## config.mk

```make
export PLATFORM = sky130hd
export DESIGN_NAME = nibble_serial_adder_flat
export DESIGN_NICKNAME = d
export VERILOG_FILES = /design/src/rtl/nibble_serial_adder_pkg.sv /design/src/rtl/nibble_serial_adder_if.sv /design/src/rtl/nibble_serial_adder_ripple_4bit.sv /design/src/rtl/nibble_serial_adder.sv /design/src/flat_wrapper.sv
export SDC_FILE = /design/constraint.sdc
export NUM_CORES = 1
export LEC_CHECK = 0
export ABC_CLOCK_PERIOD_IN_PS = 3300
export CAP_MARGIN = 20
export CORE_UTILIZATION = 51
export DETAILED_ROUTE_END_ITERATION = 8
export PLACE_DENSITY = 0.78
export SLEW_MARGIN = 5
export SYNTH_ARGS = -nofsm -noshare
export SYNTH_HDL_FRONTEND = slang
export SYNTH_SLANG_ARGS = --single-unit
```

## constraint.sdc

```tcl
create_clock -name clk -period 3.3 [get_ports clk]
set_input_delay 0.66 -clock clk [delete_from_list [all_inputs] [get_ports clk]]
set_output_delay 0.66 -clock clk [all_outputs]
set_load 0.01 [all_outputs]
```

## src/rtl/nibble_serial_adder_pkg.sv

```systemverilog
// Shared definitions for the nibble-serial adder slice.
//   NIB_W     : datapath width of the single ripple adder stage
//   state_e   : sequencer states (2'd3 is unused and recovers to IDLE)
//   width_ok  : operand-width legality check used at elaboration
package nibble_serial_adder_pkg;

    localparam int unsigned NIB_W = 4;

    typedef enum logic [1:0] {
        ST_IDLE = 2'd0,
        ST_RUN  = 2'd1,
        ST_DONE = 2'd2
    } state_e;

    // Operand width must be a whole, non-zero number of nibbles.
    function automatic bit width_ok(input int unsigned w);
        return (w >= NIB_W) && ((w % NIB_W) == 0);
    endfunction

endpackage

```

## src/rtl/nibble_serial_adder_if.sv

```systemverilog
// Request/result bundle between a datapath (master) and the serial adder (slave).
//   start/A/B/cin : request and operands, sampled on the accepting edge
//   ready         : adder can accept a request
//   S/cout/ovf    : registered result, valid from the done cycle on
//   done          : one-cycle completion pulse
interface nibble_serial_adder_if #(
    parameter int unsigned WIDTH = 16
);
    logic             start;
    logic [WIDTH-1:0] A;
    logic [WIDTH-1:0] B;
    logic             cin;
    logic             ready;
    logic [WIDTH-1:0] S;
    logic             cout;
    logic             ovf;
    logic             done;

    modport master (
        output start, A, B, cin,
        input  ready, S, cout, ovf, done
    );

    modport slave (
        input  start, A, B, cin,
        output ready, S, cout, ovf, done
    );
endinterface

```

## src/rtl/nibble_serial_adder_ripple_4bit.sv

```systemverilog
// 4-bit ripple-carry adder, the nibble datapath of the serial adder.
//   a_i, b_i : nibble operands
//   cin_i    : carry in
//   sum_o    : nibble sum
//   cout_o   : carry out of bit 3
module ripple_4bit (
    input  logic [3:0] a_i,
    input  logic [3:0] b_i,
    input  logic       cin_i,
    output logic [3:0] sum_o,
    output logic       cout_o
);
    logic [4:0] c;

    always_comb begin
        c[0] = cin_i;
        sum_o = '0;
        for (int unsigned i = 0; i < 4; i++) begin
            sum_o[i] = a_i[i] ^ b_i[i] ^ c[i];
            c[i+1]   = (a_i[i] & b_i[i]) | (c[i] & (a_i[i] ^ b_i[i]));
        end
        cout_o = c[4];
    end
endmodule

```

## src/rtl/nibble_serial_adder.sv

```systemverilog
// WIDTH-bit adder that reuses one ripple_4bit stage, one nibble per clock,
// LSB nibble first, with a registered carry linking the nibbles.
//   clk  : rising-edge clock
//   rst  : asynchronous active-high reset
//   bus  : slave side of nibble_serial_adder_if (start/A/B/cin in,
//          ready/S/cout/ovf/done out)
module nibble_serial_adder
    import nibble_serial_adder_pkg::*;
#(
    parameter int unsigned WIDTH = 16
) (
    input  logic                  clk,
    input  logic                  rst,
    nibble_serial_adder_if.slave  bus
);
    localparam int unsigned NIBBLES = WIDTH / NIB_W;
    localparam int unsigned CNT_W   = $clog2(NIBBLES) + 1;

    generate
        if (!width_ok(WIDTH)) begin : g_bad_width
            $error("nibble_serial_adder: WIDTH must be a non-zero multiple of 4");
        end
    endgenerate

    state_e           state_q;
    logic [CNT_W-1:0] cnt_q;
    logic             carry_q;
    logic [WIDTH-1:0] a_q;
    logic [WIDTH-1:0] b_q;
    logic [WIDTH-1:0] acc_q;
    logic [WIDTH-1:0] acc_d;
    logic             a_msb_q;
    logic             b_msb_q;
    logic [WIDTH-1:0] s_q;
    logic             cout_q;
    logic             ovf_q;
    logic             ready_q;
    logic             done_q;

    logic [NIB_W-1:0] nib_sum;
    logic             nib_cout;
    logic             last_nib;

    ripple_4bit u_nib (
        .a_i    (a_q[NIB_W-1:0]),
        .b_i    (b_q[NIB_W-1:0]),
        .cin_i  (carry_q),
        .sum_o  (nib_sum),
        .cout_o (nib_cout)
    );

    // New nibble enters at the MSB end; after NIBBLES shifts the first
    // nibble has arrived at bits [3:0].
    always_comb begin
        acc_d    = (acc_q >> NIB_W) | (WIDTH'(nib_sum) << (WIDTH - NIB_W));
        last_nib = (cnt_q == CNT_W'(NIBBLES - 1));
    end

    always_ff @(posedge clk or posedge rst) begin
        if (rst) begin
            state_q <= ST_IDLE;
            cnt_q   <= '0;
            carry_q <= 1'b0;
            a_q     <= '0;
            b_q     <= '0;
            acc_q   <= '0;
            a_msb_q <= 1'b0;
            b_msb_q <= 1'b0;
            s_q     <= '0;
            cout_q  <= 1'b0;
            ovf_q   <= 1'b0;
            ready_q <= 1'b1;
            done_q  <= 1'b0;
        end else begin
            case (state_q)
                ST_IDLE, ST_DONE: begin
                    done_q <= 1'b0;
                    if (bus.start) begin
                        a_q     <= bus.A;
                        b_q     <= bus.B;
                        carry_q <= bus.cin;
                        cnt_q   <= '0;
                        a_msb_q <= bus.A[WIDTH-1];
                        b_msb_q <= bus.B[WIDTH-1];
                        state_q <= ST_RUN;
                        ready_q <= 1'b0;
                    end else begin
                        state_q <= ST_IDLE;
                        ready_q <= 1'b1;
                    end
                end
                ST_RUN: begin
                    acc_q   <= acc_d;
                    carry_q <= nib_cout;
                    a_q     <= a_q >> NIB_W;
                    b_q     <= b_q >> NIB_W;
                    cnt_q   <= cnt_q + CNT_W'(1);
                    if (last_nib) begin
                        s_q     <= acc_d;
                        cout_q  <= nib_cout;
                        ovf_q   <= (a_msb_q == b_msb_q) && (acc_d[WIDTH-1] != a_msb_q);
                        state_q <= ST_DONE;
                        ready_q <= 1'b1;
                        done_q  <= 1'b1;
                    end
                end
                default: begin
                    state_q <= ST_IDLE;
                    ready_q <= 1'b1;
                    done_q  <= 1'b0;
                end
            endcase
        end
    end

    assign bus.ready = ready_q;
    assign bus.done  = done_q;
    assign bus.S     = s_q;
    assign bus.cout  = cout_q;
    assign bus.ovf   = ovf_q;
endmodule

```

## src/flat_wrapper.sv

```systemverilog
// flat-port wrapper written by rule: the top's interface ports become plain ports
module nibble_serial_adder_flat import nibble_serial_adder_pkg::*;
#(
    parameter int unsigned WIDTH = 16
)
  (clk, rst, bus_start, bus_A, bus_B, bus_cin, bus_ready, bus_S, bus_cout, bus_ovf, bus_done);
  nibble_serial_adder_if #(.WIDTH(WIDTH)) bus_i ();
  input  logic clk;
  input  logic rst;
  input wire logic [$bits(bus_i.start)-1:0] bus_start;
  input wire logic [$bits(bus_i.A)-1:0] bus_A;
  input wire logic [$bits(bus_i.B)-1:0] bus_B;
  input wire logic [$bits(bus_i.cin)-1:0] bus_cin;
  output wire logic [$bits(bus_i.ready)-1:0] bus_ready;
  output wire logic [$bits(bus_i.S)-1:0] bus_S;
  output wire logic [$bits(bus_i.cout)-1:0] bus_cout;
  output wire logic [$bits(bus_i.ovf)-1:0] bus_ovf;
  output wire logic [$bits(bus_i.done)-1:0] bus_done;
  assign bus_i.start = bus_start;
  assign bus_i.A = bus_A;
  assign bus_i.B = bus_B;
  assign bus_i.cin = bus_cin;
  assign bus_ready = bus_i.ready;
  assign bus_S = bus_i.S;
  assign bus_cout = bus_i.cout;
  assign bus_ovf = bus_i.ovf;
  assign bus_done = bus_i.done;
  nibble_serial_adder #(.WIDTH(WIDTH)) u_core (.clk(clk), .rst(rst), .bus(bus_i));
endmodule
```

# == Yosys cells after proc, flatten, opt, wreduce, memory -nomap -nowiden ==
# Index checks and enable logic that the tools add are counted.
# word_totals
out_inout_bits,20
input_bits,36
register_bits,76
elab_cells,64
# classes
bitwise_logic,21
reduce_logical,7
n_addsub,1
n_mux,15
n_eq_ne,7
# ops
op,n
case mux 16 bit (2 select lines),2
two-way mux 16 bit,2
bitwise OR 12 x 16 -> 16 bit,1
bitwise AND 1 bit,8
bitwise XOR 1 bit,8
case mux 3 bit (2 select lines),1
AND reduction 2 bit,3
two-way mux 1 bit,5
bitwise OR 1 bit,4
case mux 1 bit (2 select lines),2
case mux 2 bit (2 select lines),1
adder 3 x 1 -> 3 bit (second input constant),1
equality test 3 x 2 -> 1 bit (second input constant),1
two-way mux 3 bit,1
equality test 2 x 1 -> 1 bit (second input constant),1
equality test 2 bit (second input constant),1
logical NOT 2 bit,1
two-way mux 2 bit,1
inequality test 2 x 1 -> 1 bit (second input constant),1
inequality test 2 bit (second input constant),1
nonzero test 2 bit,1
OR reduction 2 bit,1
equality test 1 bit,1
logical AND 1 bit,1
inequality test 1 bit,1

# == Depth between registers and ports, before layout ==
# depth
ltp_word,11
mapped_depth,9
mapped_depth_nobuf,9

# == Modules after synthesis ==
# Synthesis repeated with hierarchy kept, for this count alone.
# hier_totals
cells_unflattened,268
area_unflattened_um2,2996.6
# modules_own_cells
mod,n_inst,cells_per_inst,seq_area_each_um2,area_each_um2
nibble_serial_adder,1,254,1778.0,2879.0
ripple_4bit,1,14,0.0,117.6

# == Least setup slack after synthesis ==
# OpenSTA, ideal clock, no wires.
# synth_path
kind,register to register
from,reg u_core.b_q[0]
to,reg u_core.ovf_q (netlist: u_core.bus.ovf)
synth_period_minus_slack_ns,2.422
t_required_ns,3.218
n_path_buf,0
path_slack_ns,0.878
arrival_ns,2.340
stages_incl_launch_ff,10
setup_ns,0.082
cell_sequence,dfrtp_1 > fa_1 > inv_1 > fa_1 > inv_1 > fa_1 > inv_1 > fa_1 > or3_1 > a31oi_1
# synth_between
elab_chain_cells,11
elab_cells_between_ends,12
classes_between,eq/ne: 1; bitwise: 10; reduce/logical: 1
# synth_lines
item,line_no,source
"start, declared",nibble_serial_adder.sv:29,logic [WIDTH-1:0] b_q;
"start signal, assigned",nibble_serial_adder.sv:80,b_q <= bus.B;
"start signal, assigned",nibble_serial_adder.sv:96,b_q <= b_q >> NIB_W;
bitwise XOR 1 bit,nibble_serial_adder_ripple_4bit.sv:20,c[i+1] = (a_i[i] & b_i[i]) | (c[i] & (a_i[i] ^ b_i[i]));
bitwise AND 1 bit,nibble_serial_adder_ripple_4bit.sv:20,
bitwise OR 1 bit *,nibble_serial_adder_ripple_4bit.sv:20,
bitwise AND 1 bit *,nibble_serial_adder_ripple_4bit.sv:20,
bitwise OR 1 bit *,nibble_serial_adder_ripple_4bit.sv:20,
bitwise AND 1 bit *,nibble_serial_adder_ripple_4bit.sv:20,
bitwise OR 1 bit *,nibble_serial_adder_ripple_4bit.sv:20,
bitwise XOR 1 bit *,nibble_serial_adder_ripple_4bit.sv:19,sum_o[i] = a_i[i] ^ b_i[i] ^ c[i];
bitwise OR 12 x 16 -> 16 bit *,nibble_serial_adder.sv:55,acc_d = (acc_q >> NIB_W) | (WIDTH'(nib_sum) << (WIDTH - NIB_W));
inequality test 1 bit *,nibble_serial_adder.sv:101,ovf_q <= (a_msb_q == b_msb_q) && (acc_d[WIDTH-1] != a_msb_q);
logical AND 1 bit *,nibble_serial_adder.sv:101,
"end signal, assigned",nibble_serial_adder.sv:101,
"end, declared",nibble_serial_adder.sv:36,logic ovf_q;
# Every way passes the cells marked *; elsewhere a longest branch is shown, timed or not.
# A chain may end at the register's enable or synchronous reset.

# == Worst setup path after layout ==
# Ends and elaborated chain as after synthesis.

==> impl_metrics.json <==
{
  "finalHoldViolCount": 0,
  "power_leakage_nw": 1.75,
  "drc_errors": 0,
  "route.met2.wl_um": 2990,
  "hold_buffers": 0,
  "h-tree-depth": 3,
  "reg2reg_from": "u_core.b_q[0]$_DFFE_PP0P_",
  "period_share_pct": 76.6,
  "yosys.area.top_type": "dfrtp_1",
  "nets": 355,
  "startpoint_type": "register",
  "yosysTopAreaCellShare_pct": 59.0,
  "vdd_ir_drop_max_v": 0.000473,
  "critPathCaptureType": "register",
  "n_fill_cell": 437,
  "hold_class": "reg2reg",
  "cts_num_sinks": 71,
  "tritoncts": "yes",
  "port_buffers": 55,
  "gp_congestion": 0.775,
  "power_mw": 4.04,
  "slew-limit-headroom_pct": 30.7,
  "grt.overflow.total": 0,
  "cp.arrival_ns": 2.80,
  "wl_met1_um": 2540,
  "drt_iter0_drc": 103,
  "final_core_util_pct": 67.8,
  "diodes": 0,
  "grt_pass1_wl_um": 10100,
  "endpoint": "u_core.bus.ovf$_DFFE_PP0P_",
  "required_ns": 3.57,
  "vias": 2112,
  "synthTopCellsByArea": "dfrtp_1 (59%), mux2_4 (6.6%), nand2_1 (5.2%), o22ai_1 (5.1%), nor3_1 (3.5%)",
  "dieArea_mm2": 0.00613,
  "dr.pass1.iters": 4,
  "syn_nets": 303,
  "status": "completed",
  "synth_area_mm2": 0.00297,
  "r2r_cells": 9,
  "wl_um": 5890,
  "fin_skew_ns": 0.00828,
  "avgSynthCellArea_um2": 11.4,
  "synth-seq-area-share_pct": 59.9,
  "fmax_mhz": 395,
  "insertion_delay_ns": 0.35,
  "postSynthCellCount": 261,
  "r2r-end": "u_core.bus.ovf$_DFFE_PP0P_",
  "crit_start": "u_core.b_q[0]$_DFFE_PP0P_",
  "clk_pin_slew_ns": 0.07,
  "cts_resized": 0,
  "period_minus_slack_ns": 2.53,
  "clockRootBuffer": "clkbuf_8",
  "fp.dieW_um": 78.3,
  "hpwlAfterDp_um": 3920,
  "tns_ns": 0,
  "io_pins": 56,
  "die_h_um": 78.3,
  "setup_viol_count_final": 0,
  "yosysWarnings": 0,
  "ys_ff_latch": 71,
  "area_delta_synth_final_pct": 27.2,
  "routed-wl-met3_um": 264,
  "placed_cell_area_mm2": 0.00353,
  "final_area_mm2": 0.00378,
  "grt_pass1_vias": 2115,
  "cts_made_buffers": 9,
  "cts_max_path_buffers": 2,
  "finalMaxSlewViolations": 0,
  "r2r_slack_ns": 0.77,
  "cts_setup_buffers": 0,
  "viasPerCell": 5.42,
  "initial_utilization_pct": 53.3,
  "antenna_found_initial": 0,
  "rsz0062_at_grt": "no",
  "grt_use_total_pct": 22.0,
  "grt_max_degree": 72,
  "core_mm2": 0.00557,
  "highest_layer": "met4",
  "routedWlPerCell_um": 15.1,
  "maxCapViolCount": 0,
  "crit_fanout": 4,
  "drive_gt1_share_pct": 12.3,
  "tightestPinTransition_ns": 1.04,
  "power_density_mw_per_mm2": 1070,
  "synth_cell_types": 29,
  "std_cell_rows": 27,
  "antenna_left": 0,
  "critical_path_class": "reg2reg"
}
[state kept, by name, indices dropped and copies added (netlist names)]
register	count
u_core.carry_q	1
u_core.cnt_q	3
u_core.b_q	16
u_core.bus.ovf	1
u_core.state_q	1
u_core.bus.done	1
u_core.bus.cout	1
u_core.a_msb_q	1
u_core.acc_q	12
u_core.bus.S	16
u_core.a_q	16
u_core.b_msb_q	1
u_core.bus.ready	1
[cell families after synthesis]
| logic type | share of synthesized area, % |
|---|---|
| flops | 59.9 |
| buf+inv | 5.22 |
| simple gates | 13.9 |
| mux | 6.95 |
| compound gates | 10.6 |
| fa+ha+maj | 3.54 |
[cell type report]
class	count	area [µm²]	area share, %
inverter	10	37.5	0.993
tap	72	90.1	2.38
clock buffer	10	138	3.64
clock inverter	6	108	2.85
timing repair buffer	60	588	15.6
multi-input combinational	161	1040	27.5
sequential	71	1780	47.1
[power by group]
part	switching, mW	leakage, nW	total (mW)	internal [mW]
sequential	0.252	0.874	1.55	1.30
combinational	0.844	0.757	1.65	0.806
clock	0.319	0.122	0.838	0.520
[cells in the final DEF, fill, tap and decap left out, drive strengths merged, types with 3 or more instances in the layout]
cell type	instances
nor3	21
mux2	14
dfrtp	70
fa	4
inv	10
o22ai	24
nor2	23
bufinv	3
a21oi	5
clkbuf	10
nand2	41
buf	5
clkdlybuf4s50	55
a22o	9
o21ai	7
[Yosys cell counts]
| master | n |
|---|---|
| dfstp_2 | 1 |
| clkbuf_1 | 1 |
| ha_1 | 2 |
| nand3b_1 | 1 |
| o2bb2ai_1 | 1 |
| o21ai_0 | 4 |
| dfrtp_1 | 70 |
| inv_1 | 10 |
| o22ai_1 | 24 |
| nor2b_1 | 1 |
| a31oi_1 | 1 |
| nand3_1 | 2 |
| a21oi_1 | 5 |
| nand2_1 | 41 |
| o21ai_1 | 3 |
| mux2_4 | 13 |
| or3_1 | 1 |
| mux2_2 | 1 |
| buf_4 | 7 |
| a221o_1 | 1 |
| and2b_1 | 1 |
| nor3_1 | 21 |
| fa_1 | 4 |
| buf_2 | 10 |
| nor2_1 | 22 |
| a22o_1 | 9 |
| nand2b_1 | 2 |
| buf_6 | 1 |
| nor2_8 | 1 |
[through the flow]
| step | setup WS [ns] | hold WS, ns | instances |
|---|---|---|---|
| 2_1_floorplan | 0.845 | 0.446 | 261 |
| 3_3_place_gp | 0.817 | 0.460 | 374 |
| 3_5_place_dp | 0.738 | 0.470 | 374 |
| 4_1_cts | 0.747 | 0.487 | 390 |
| 5_1_grt | 0.630 | 0.510 | 390 |
| 6_report | 0.771 | 0.480 | 390 |
[per-layer routing]
metal / vias to the layer above / track usage (%)
met5: - / 0
met4: 0 / 8.89
met3: 12 / 5.23
met2: 58 / 35.9
met1: 1044 / 28.3
li1: 998 / -
[critical path, cell delays in order, from the launching register on]
cell and delay, ns:
dfrtp_1 0.41, fa_1 0.41, inv_1 0.07, fa_1 0.15, inv_1 0.05, fa_1 0.35, inv_1 0.07, fa_1 0.45
or3_1 0.32, a31oi_1 0.16
[how the worst min path moves through the flow]
| stage | startpoint | end | cells past startpoint |
|---|---|---|---|
| 4_1_cts | u_core.acc_q[7]$_DFFE_PP0P_ | u_core.acc_q[7]$_DFFE_PP0P_ | 2 |
| 5_1_grt | u_core.acc_q[7]$_DFFE_PP0P_ | u_core.acc_q[7]$_DFFE_PP0P_ | 2 |
| 2_1_floorplan | u_core.acc_q[4]$_DFFE_PP0P_ | u_core.acc_q[4]$_DFFE_PP0P_ | 2 |
| 3_5_place_dp | u_core.acc_q[7]$_DFFE_PP0P_ | u_core.acc_q[7]$_DFFE_PP0P_ | 2 |
| 6_report | u_core.acc_q[5]$_DFFE_PP0P_ | u_core.acc_q[5]$_DFFE_PP0P_ | 2 |
| 3_3_place_gp | u_core.acc_q[6]$_DFFE_PP0P_ | u_core.acc_q[6]$_DFFE_PP0P_ | 2 |
(Power assumes the default switching activity.)
